--- config.mk ---
export PLATFORM = sky130hd
export DESIGN_NAME = uart_rx_os
export DESIGN_NICKNAME = d
export VERILOG_FILES = /design/src/rtl/uart_pkg.sv /design/src/rtl/uart_os_tick.sv /design/src/rtl/uart_rx_os.sv
export SDC_FILE = /design/constraint.sdc
export NUM_CORES = 1
export LEC_CHECK = 0
export BUFFER_PORTS_ARGS = -buffer_cell sky130_fd_sc_hd__buf_2
export CAP_MARGIN = 20
export CELL_PAD_IN_SITES_DETAIL_PLACEMENT = 0
export CELL_PAD_IN_SITES_GLOBAL_PLACEMENT = 2
export CORE_ASPECT_RATIO = 1.75
export CORE_MARGIN = 2
export CORE_UTILIZATION = 40
export DETAILED_ROUTE_END_ITERATION = 10
export MAX_ROUTING_LAYER = met4
export PLACE_DENSITY = 0.75
export SLEW_MARGIN = 20
export SYNTH_ARGS = -nofsm -noshare
export SYNTH_HDL_FRONTEND = slang
export SYNTH_SLANG_ARGS = --single-unit
--- constraint.sdc ---
create_clock -name clk -period 2.6 [get_ports clk]
set_input_delay 0.13 -clock clk [delete_from_list [all_inputs] [get_ports clk]]
set_output_delay 0.13 -clock clk [all_outputs]
set_load 0.005 [all_outputs]
--- src/rtl/uart_pkg.sv ---
// Shared UART definitions: parity modes, receiver state encoding and the
// 3-sample majority vote used for bit decisions.
package uart_pkg;

  localparam int PARITY_NONE = 0;
  localparam int PARITY_ODD  = 1;
  localparam int PARITY_EVEN = 2;

  typedef enum logic [2:0] {
    S_IDLE_LOCK  = 3'd0,
    S_HUNT       = 3'd1,
    S_START      = 3'd2,
    S_DATA       = 3'd3,
    S_PARITY     = 3'd4,
    S_STOP       = 3'd5,
    S_BREAK_WAIT = 3'd6
  } rx_state_t;

  function automatic logic majority3(input logic [2:0] s);
    return (s[0] & s[1]) | (s[0] & s[2]) | (s[1] & s[2]);
  endfunction

endpackage

--- src/rtl/uart_os_tick.sv ---
// Oversample tick generator: free-running BAUD_DIV divider with a synchronous
// clear so a frame can be phase-aligned to its start edge.
module uart_os_tick #(
  parameter int BAUD_DIV = 313
) (
  input  logic clk,
  input  logic res,
  input  logic clr,
  output logic tick
);

  localparam int CW = (BAUD_DIV > 1) ? $clog2(BAUD_DIV) : 1;
  localparam logic [CW-1:0] CNT_LAST = CW'(BAUD_DIV - 1);

  logic [CW-1:0] cnt;

  always_ff @(posedge clk or posedge res) begin
    if (res) begin
      cnt <= '0;
    end else if (clr || cnt == CNT_LAST) begin
      cnt <= '0;
    end else begin
      cnt <= cnt + 1'b1;
    end
  end

  assign tick = !clr && (cnt == CNT_LAST);

endmodule

--- src/rtl/uart_rx_os.sv ---
// Oversampling UART receiver with 3-sample majority vote, optional parity,
// framing-error detection and an idle-line lock before the first frame.
//
// state        | meaning
// S_IDLE_LOCK  | after reset, wait for IDLE_BITS consecutive high bit-times
// S_HUNT       | wait for a falling edge on the synchronised line
// S_START      | validate start bit by majority; a high majority is a glitch
// S_DATA       | shift in DATA_BITS bits, LSB first
// S_PARITY     | sample the parity bit
// S_STOP       | sample stop bit, commit word and flags at the 3rd sample
// S_BREAK_WAIT | line held low after a bad stop bit; wait for it to go high
module uart_rx_os
  import uart_pkg::*;
#(
  parameter int BAUD_DIV   = 313,
  parameter int OVERSAMPLE = 16,
  parameter int DATA_BITS  = 8,
  parameter int PARITY     = 0,
  parameter int IDLE_BITS  = 12
) (
  input  logic                 clk,
  input  logic                 res,
  input  logic                 rx,
  output logic [DATA_BITS-1:0] data_out,
  output logic                 data_valid,
  output logic                 parity_err,
  output logic                 frame_err,
  output logic                 busy
);

  localparam int SW = $clog2(OVERSAMPLE);
  localparam int BW = (DATA_BITS > 1) ? $clog2(DATA_BITS) : 1;
  localparam int IW = $clog2(IDLE_BITS + 1);

  localparam logic [SW-1:0] SUB_LAST  = SW'(OVERSAMPLE - 1);
  localparam logic [SW-1:0] SAMP_1ST  = SW'(OVERSAMPLE / 2 - 1);
  localparam logic [SW-1:0] SAMP_MID  = SW'(OVERSAMPLE / 2);
  localparam logic [SW-1:0] SAMP_LAST = SW'(OVERSAMPLE / 2 + 1);
  localparam logic [BW-1:0] BIT_LAST  = BW'(DATA_BITS - 1);
  localparam logic [IW-1:0] IDLE_LAST = IW'(IDLE_BITS - 1);

  rx_state_t state, state_nxt;

  logic                 rx_m, rx_s, rx_prev;
  logic                 tick;
  logic [SW-1:0]        sub_cnt;
  logic [BW-1:0]        bit_cnt;
  logic [IW-1:0]        idle_cnt;
  logic [1:0]           samp;
  logic [DATA_BITS-1:0] shift_reg;
  logic                 par_bit;

  logic start_edge, s_first, s_mid, s_last, bit_end, maj, par_x, perr_nxt;

  assign start_edge = (state == S_HUNT) && rx_prev && !rx_s;
  assign s_first    = tick && (sub_cnt == SAMP_1ST);
  assign s_mid      = tick && (sub_cnt == SAMP_MID);
  assign s_last     = tick && (sub_cnt == SAMP_LAST);
  assign bit_end    = tick && (sub_cnt == SUB_LAST);
  // Third sample is the live line value, so the vote is ready on that tick.
  assign maj        = majority3({rx_s, samp});
  assign par_x      = (^shift_reg) ^ par_bit;
  assign perr_nxt   = (PARITY == PARITY_ODD)  ? !par_x :
                      (PARITY == PARITY_EVEN) ?  par_x : 1'b0;

  uart_os_tick #(.BAUD_DIV(BAUD_DIV)) u_tick (
    .clk  (clk),
    .res  (res),
    .clr  (start_edge),
    .tick (tick)
  );

  always_ff @(posedge clk or posedge res) begin
    if (res) begin
      state <= S_IDLE_LOCK;
    end else begin
      state <= state_nxt;
    end
  end

  always_comb begin
    state_nxt = state;
    case (state)
      S_IDLE_LOCK:  if (rx_s && bit_end && idle_cnt == IDLE_LAST) state_nxt = S_HUNT;
      S_HUNT:       if (start_edge) state_nxt = S_START;
      S_START: begin
        if (s_last && maj)  state_nxt = S_HUNT;
        else if (bit_end)   state_nxt = S_DATA;
      end
      S_DATA: begin
        if (bit_end && bit_cnt == BIT_LAST)
          state_nxt = (PARITY != PARITY_NONE) ? S_PARITY : S_STOP;
      end
      S_PARITY:     if (bit_end) state_nxt = S_STOP;
      S_STOP:       if (s_last) state_nxt = maj ? S_HUNT : S_BREAK_WAIT;
      S_BREAK_WAIT: if (rx_s) state_nxt = S_HUNT;
      default:      state_nxt = S_IDLE_LOCK;
    endcase
  end

  always_ff @(posedge clk or posedge res) begin
    if (res) begin
      rx_m       <= 1'b1;
      rx_s       <= 1'b1;
      rx_prev    <= 1'b1;
      sub_cnt    <= '0;
      bit_cnt    <= '0;
      idle_cnt   <= '0;
      samp       <= '0;
      shift_reg  <= '0;
      par_bit    <= 1'b0;
      data_out   <= '0;
      data_valid <= 1'b0;
      parity_err <= 1'b0;
      frame_err  <= 1'b0;
      busy       <= 1'b0;
    end else begin
      rx_m       <= rx;
      rx_s       <= rx_m;
      rx_prev    <= rx_s;
      data_valid <= 1'b0;

      if (start_edge || (state == S_IDLE_LOCK && !rx_s)) begin
        sub_cnt <= '0;
      end else if (tick) begin
        sub_cnt <= (sub_cnt == SUB_LAST) ? '0 : sub_cnt + 1'b1;
      end

      if (state == S_IDLE_LOCK) begin
        if (!rx_s)        idle_cnt <= '0;
        else if (bit_end) idle_cnt <= idle_cnt + 1'b1;
      end

      if (s_first) samp[0] <= rx_s;
      if (s_mid)   samp[1] <= rx_s;

      case (state)
        S_START: begin
          if (s_last && !maj) busy <= 1'b1;
          if (bit_end)        bit_cnt <= '0;
        end
        S_DATA: begin
          if (s_last)  shift_reg <= {maj, shift_reg[DATA_BITS-1:1]};
          if (bit_end) bit_cnt <= bit_cnt + 1'b1;
        end
        S_PARITY: begin
          if (s_last) par_bit <= maj;
        end
        S_STOP: begin
          if (s_last) begin
            data_out   <= shift_reg;
            parity_err <= perr_nxt;
            frame_err  <= !maj;
            data_valid <= 1'b1;
            busy       <= 1'b0;
          end
        end
        default: ;
      endcase
    end
  end

endmodule

==> impl_results.md, run 1 <==
- Largest family of logic cells by synthesized area: simple AND/OR/NAND/NOR gates
- # DRC: 0
- # resized after CTS: 0
- Synth cell types: 50
- RSZ-0062 raised after global routing: no
- Switch Pwr: roughly 0.00028 W
- I/O Buffers: 13
- All-layer global routing usage: between 10% and 20%
- Row cnt: 37
- Post-DP HPWL: 3720 um
- Initial antenna violation count: 0
- CP Launch Type: flop
- PwrDens: 494 mW/mm^2
- Largest net degree at the start of global routing: 48
- Worst Tran Pin Value: about 0.93 ns
- Final Cell Area: around 0.0027 mm^2
- Max-capacitance violation count: 0
- Die Wd: 62.6 um
- Largest register FFs: 9
- Hold Path Class: input port to asynchronous set/reset pin
- Number of global-route vias before repair: approximately 1800
- F_max: 447 MHz
- TritonCTS Buffers: 5
- Share of layout cells above drive strength 1: a little under a quarter
- Total die area: around 0.0067 mm^2
- Rel. slew slack: approximately 38%
- Setup violators final: 0
- Critical path launch point: u_tick.cnt[0]
- Buffers from clock root to sink, at most: 2
- Min Tclk post-route: roughly 2.2 ns
- Clock-pin slew of the registers on the worst-case setup and hold paths: around 0.090 ns
- I/O Pins: 15
- ANT cells: 0
- Post-synthesis sequential area ratio: between 40 and 50%
- Critical path class: flop to flop
- Sequential Power Share: between 50% and 60%
- RD Place Congestion: slightly below 0.9
- Global-route wire length before repair: 8890 um
- Ys async rst share: 100%
- Met2 Resource Use GR: a little under a third
- DRT Pass-1 Iters: 4
- Die height: 107 um
- Synth Area in XOR/XNOR: 2.91%
- GRT Residual Overflow: 0
- Share of the synthesized area in the top cell type: roughly 46%
- H-tree Lvls: 2
- Worst Path Arrival: approximately 2.4 ns
- Clock Skew: roughly 0.0045 ns
- CP max FO: 9
- Global-route met1 utilization: 19.0%
- Switching part of the total: between 20% and 30%
- Peak VDD IR: approximately 370 uV
- Yosys top cell by area: dfrtp_1
- Synth Area in Adders: approximately 4.6%
- Clk Latency, worst-skew pair: approximately 0.30 ns
- Final #Nets: 245
- Worst path required time: between 2 and 3 ns
- Worst setup EP type: flop
- Syn Std Cell Area: 0.00241 mm^2
- Detail Route Antenna Nets: 0
- Synth Warn #: 0
- CTS Sinks: 47
- Critical path's top delay family: simple AND/OR/NAND/NOR gates
- Routed WL per cell: roughly 16 um
- Final wirelength: roughly 5000 um
- Most used DFF post-synth: dfrtp_1
- Clock root buffer master: clkbuf_8
- Slowest-stage cell, CP: nor4_4
- Post-synth EDFFs: 0
- Clock network fraction of design power: between 40% and 50%
- Syn Area/Cell: between 10 and 15 um^2
- DRT iter0 DRCs: between 100 and 150
- Post-route setup TNS: 0 ns
- Internal power: roughly 0.0011 W
- Tcrit/Tclk final: between 80% and 90%
- Simple-gate portion of the synthesized area: a little under a quarter
- Busiest grt layer: met2
- Status: finished clean
- Post-synthesis mux area share: between 10% and 20%
- Max-slew violations: 0
- Pleak: approximately 1.3 nW
- Combinational share of power: 2.0%
- Crit path cell chain: inv_1, ha_1, and4_1, nand2_4, nor4_4, mux2_2
- Syn Inst Count: 216
- Vias per cell: about 5.5
- Hold Violations, Final: 0
- Synth Register Bits: 47
- Met3 GRT Util: about 2.2%
- Count leader, synth: dfrtp_1
- Total core area: between 0.005 and 0.006 mm^2
- Compound-gate portion of the synthesized area: around 6.9%
- Ranking of synthesized cells by area: dfrtp_1 (46%), mux2_2 (8.9%), ha_1 (4.2%)
- Initial Util: around two fifths
- Reg2reg start: u_tick.cnt[0]
- Buffers plus inverters on the worst setup path: 1
- Placed inst area: between 0.002 and 0.003 mm^2
- CTS tree: built
- Via count: around 1700
- Top post-synthesis cells by count: dfrtp_1 (44), mux2_2 (19), nand3_1 (16), nor2_1 (14), nand2_1 (13)
- Synth-to-layout area growth: 12.9%
- Slowest Stage Delay on Critical Path: about 0.54 ns
- Post-synth net total: about 230
-- repair_timing --
item	4_1_cts	5_1_grt
hold endpoints to repair	1	11
hold buffers	1	1
setup buffers	0	0
-- worst paths after layout --
path | end | slack (ns) | cells after the start
setup / recovery | shift_reg[2] | 0.36 | 6
hold / removal | data_out[6] | 0.31 | 3
setup reg to reg | shift_reg[2] | 0.36 | 6
hold reg to reg | rx_s | 0.36 | 0
max in group asynchronous | rx_m | 1.75 | 4
min in group clk | rx_s | 0.36 | 0
-- power by group through the flow --
stage          Combinational [W]  Clock, W  Sequential, W
3_3_place_gp           0.0000205         0       0.000753
3_5_place_dp           0.0000214         0       0.000753
6_report               0.0000266  0.000578       0.000739
4_1_cts                0.0000226  0.000594       0.000739
2_1_floorplan          0.0000175         0       0.000751
5_1_grt                0.0000304  0.000624       0.000740
-- placed cells by master, fill, tap and decap left out, types with 3 or more instances in the layout --
master | synthesis | layout
clkbuf_8 | 0 | 6
nor2_1 | 14 | 14
xor2_1 | 3 | 3
buf_4 | 2 | 4
nor3_1 | 3 | 3
a31oi_1 | 5 | 5
nand3_1 | 16 | 16
xnor2_1 | 5 | 5
mux2_2 | 19 | 19
nand3b_1 | 4 | 4
a21oi_1 | 5 | 5
and3_1 | 5 | 5
nand4_1 | 6 | 6
nand2_1 | 13 | 13
nor3b_1 | 3 | 3
nand2b_1 | 3 | 3
dfstp_2 | 3 | 3
dfrtp_1 | 44 | 44
inv_1 | 9 | 8
o21ai_0 | 3 | 3
buf_2 | 1 | 13
mux2i_1 | 3 | 3
ha_1 | 8 | 8
nor2b_1 | 3 | 3
-- routing by layer --
layer  part of all wire, %  vias up
met5                     0        -
met3                   2.0       14
met2                    55       33
met1                    40      863
met4                   3.4        0
li1                      -      817
-- layout make-up --
cell class	count	area, um^2
fill	575	3110
clock buffer	6	82.6
clock inverter	2	38.8
tap	78	97.6
timing repair buffer	20	135
inverter	9	33.8
multi-input combinational	151	1150
sequential	47	1180
-- cell families (layout without fill, tap and decap cells) --
logic type | count (synthesis) | after routing
mux | 22 | 22
fa+ha+maj | 9 | 9
other cells | 1 | 1
xor+xnor | 8 | 8
flops | 47 | 47
compound gates | 23 | 23
buf+inv | 18 | 37
simple gates | 88 | 88
-- through the flow --
stage               util, %  worst slack (ns)  hold WS, ns  cells  total power (W)
finish                 46.6             0.361        0.307    313          0.00134
CTS                    46.1             0.330       0.0844    311          0.00136
global placement       43.8             0.446        0.235    302         0.000774
detailed placement     43.8             0.346        0.237    302         0.000775
floorplan                 -             0.600        0.134    216         0.000768
global route           46.6             0.185        0.320    313          0.00139
-- worst min-delay path, stage by stage --
cell           delay, ns
dlygate4sd3_1       0.53
buf_2               0.12
inv_2               0.22
Power figures use the tool's default switching activity.
==> run 2, diff against run 1 <==
Settings changed: CORE_MARGIN 2 to not set.
==> run 2 against run 1 <==
Compared with the run above:
- sequential cell count did not move
- highest routed layer unchanged
- clock skew down 0.00077 ns
- critical path depth unchanged
==> impl_results.md, run 2 (same netlist as run 1, synthesis figures left out) <==
- Min-Delay Path Depth: 0
- Worst hold start: rx_m
- Largest register FFs: 9
- Worst setup EP type: flop
- H-tree Lvls: 2
- RSZ-0062 raised after global routing: no
- Hold Path Class: flop to flop
- Hold-fix buffers, CTS: 2
- Synth-to-layout area growth: 13.5%
- All-layer global routing usage: a little under a fifth
- Worst path required time: 2.80 ns
- Crit path cell chain: inv_1, ha_1, and4_1, nand2_4, nor4_4, mux2_2
- Placed cell count: roughly 300
- I/O Pins: 15
- F_max: 442 MHz
- Hold Violations, Final: 0
- Rel. slew slack: approximately two fifths
- Clock network fraction of design power: between 40% and 50%
- Final wirelength: 5050 um
- Post-DP HPWL: about 3800 um
- Hold Path End: rx_s
- ANT cells: 0
- Detail Route Antenna Nets: 0
- Critical path class: flop to flop
- Die Wd: roughly 61 um
- Initial antenna violation count: 0
- Highest-count cells in the layout ignoring fill and taps: dfrtp_1 (44), mux2_2 (19), nand3_1 (16)
- Post-route setup TNS: 0 ns
- CP Launch Type: flop
- TritonCTS Buffers: 5
- Post-CTS setup buffers: 0
- DRT iter0 DRCs: between 50 and 60
- Tcrit/Tclk final: 87.0%
- Buffers from clock root to sink, at most: 2
- Status: finished clean
- Routed WL per cell: roughly 16 um
- Reg2reg end: shift_reg[3]
- Via count: ~1700
- Row cnt: 37
- Pleak: approximately 1.3 nW
- Worst Tran Pin Value: approximately 0.89 ns
- Slowest Stage Delay on Critical Path: 0.56 ns
- RD Place Congestion: around 0.8
- Max-capacitance violation count: 0
- Share of layout cells above drive strength 1: a little under a quarter
- Clock root buffer master: clkbuf_8
- CTS Sinks: 47
- R2R setup slack: approximately 0.34 ns
- CP max FO: 9
- Reg2reg start: u_tick.cnt[0]
- Finished Layout Cells: 314
- Peak VDD IR: ~360 uV
- Clock Skew: roughly 0.0037 ns
- DRT Pass-1 Iters: 4
- Switching part of the total: ~20%
- Max-slew violations: 0
- # DRC: 0
- Vias per cell: between 5 and 6
- Switch Pwr: 0.000289 W
- Most common cell after layout, fill and taps aside: dfrtp_1
- # resized after CTS: 0
- Initial Util: between 40% and 50%
- Total die area: around 0.0063 mm^2
- Sequential Power Share: 51.8%
- Global-route wire length before repair: 8810 um
- Clock-pin slew of the registers on the worst-case setup and hold paths: around 0.090 ns
- Worst Path Arrival: 2.46 ns
- Final #Nets: about 250
- PwrDens: 520 mW/mm^2
- Number of global-route vias before repair: 1775
- Setup violators final: 0
- Buffers plus inverters on the worst setup path: 1
- Die height: between 100 and 150 um
- Slowest-stage cell, CP: nor4_4
- Combinational share of power: under 10%
- Critical path's top delay family: simple AND/OR/NAND/NOR gates
- Reg2reg path depth: 6
- Largest net degree at the start of global routing: 28
- I/O Buffers: 13
- Total core area: a little under 0.006 mm^2
- Clk Latency, worst-skew pair: just over 0.3 ns
- Min Tclk post-route: around 2.3 ns
- CTS tree: built
- Internal power: 0.00113 W
- GRT Residual Overflow: 0
run 2: changes by cell type in the layout (fill, tap and decap cells not counted):
cell and change:
buf_12 -1, clkbuf_8 -1, bufinv_16 +1, inv_8 +1, inv_6 -1, inv_2 -1
clkinv_1 +1, buf_4 +2
run 2: cell type report:
type | count | area, um^2
Clock buffer | 5 | 68.8
Clock inverter | 3 | 71.3
Fill cell | 561 | 3100
Inverter | 9 | 33.8
Multi-Input combinational cell | 151 | 1150
Sequential cell | 47 | 1180
Tap cell | 78 | 97.6
Timing Repair Buffer | 21 | 130
run 2: stage by stage:
step	setup WS, ns	power, W	hold WS, ns	utilization (%)	instance area [um^2]
floorplan	0.600	0.000768	0.134	-	2410
global placement	0.438	0.000776	0.236	44.1	2570
detailed placement	0.351	0.000777	0.240	44.1	2570
CTS	0.329	0.00144	0.360	46.8	2730
global route	0.137	0.00147	0.368	46.8	2730
finish	0.337	0.00142	0.360	46.8	2730
run 2: how the worst max path moves through the flow:
| stage | startpoint | end | slack [ns] | depth (start not counted) |
|---|---|---|---|---|
| final | u_tick.cnt[0] | shift_reg[3] | 0.34 | 6 |
| after CTS | u_tick.cnt[0] | shift_reg[3] | 0.33 | 6 |
| after floorplan | u_tick.cnt[6] | shift_reg[0] | 0.60 | 4 |
| after global placement | u_tick.cnt[0] | shift_reg[3] | 0.44 | 6 |
| after global routing | u_tick.cnt[0] | shift_reg[0] | 0.14 | 6 |
| after detailed placement | u_tick.cnt[0] | shift_reg[0] | 0.35 | 6 |
run 2: per-layer routing:
layer  vias to the layer above  track usage [%]  part of all wire, %
li1                        815                -                    -
met1                       866             22.2                   39
met2                        18             32.2                   57
met3                         9             2.60                  1.7
met4                         0             7.47                  2.2
met5                         -                -                    0
run 2: worst reg2reg max path: stages, from the launching register on:
cell     delay [ns]
dfrtp_1        0.43
inv_1          0.08
ha_1           0.15
and4_1         0.40
nand2_4        0.13
nor4_4         0.56
mux2_2         0.40
run 2: power groups by stage:
stage                     Sequential (W)  Combinational (W)  Clock, W
after detailed placement        0.000751          0.0000261         0
after floorplan                 0.000751          0.0000175         0
final                           0.000736          0.0000269  0.000657
after CTS                       0.000736          0.0000285  0.000676
after global routing            0.000737          0.0000317  0.000702
after global placement          0.000751          0.0000253         0
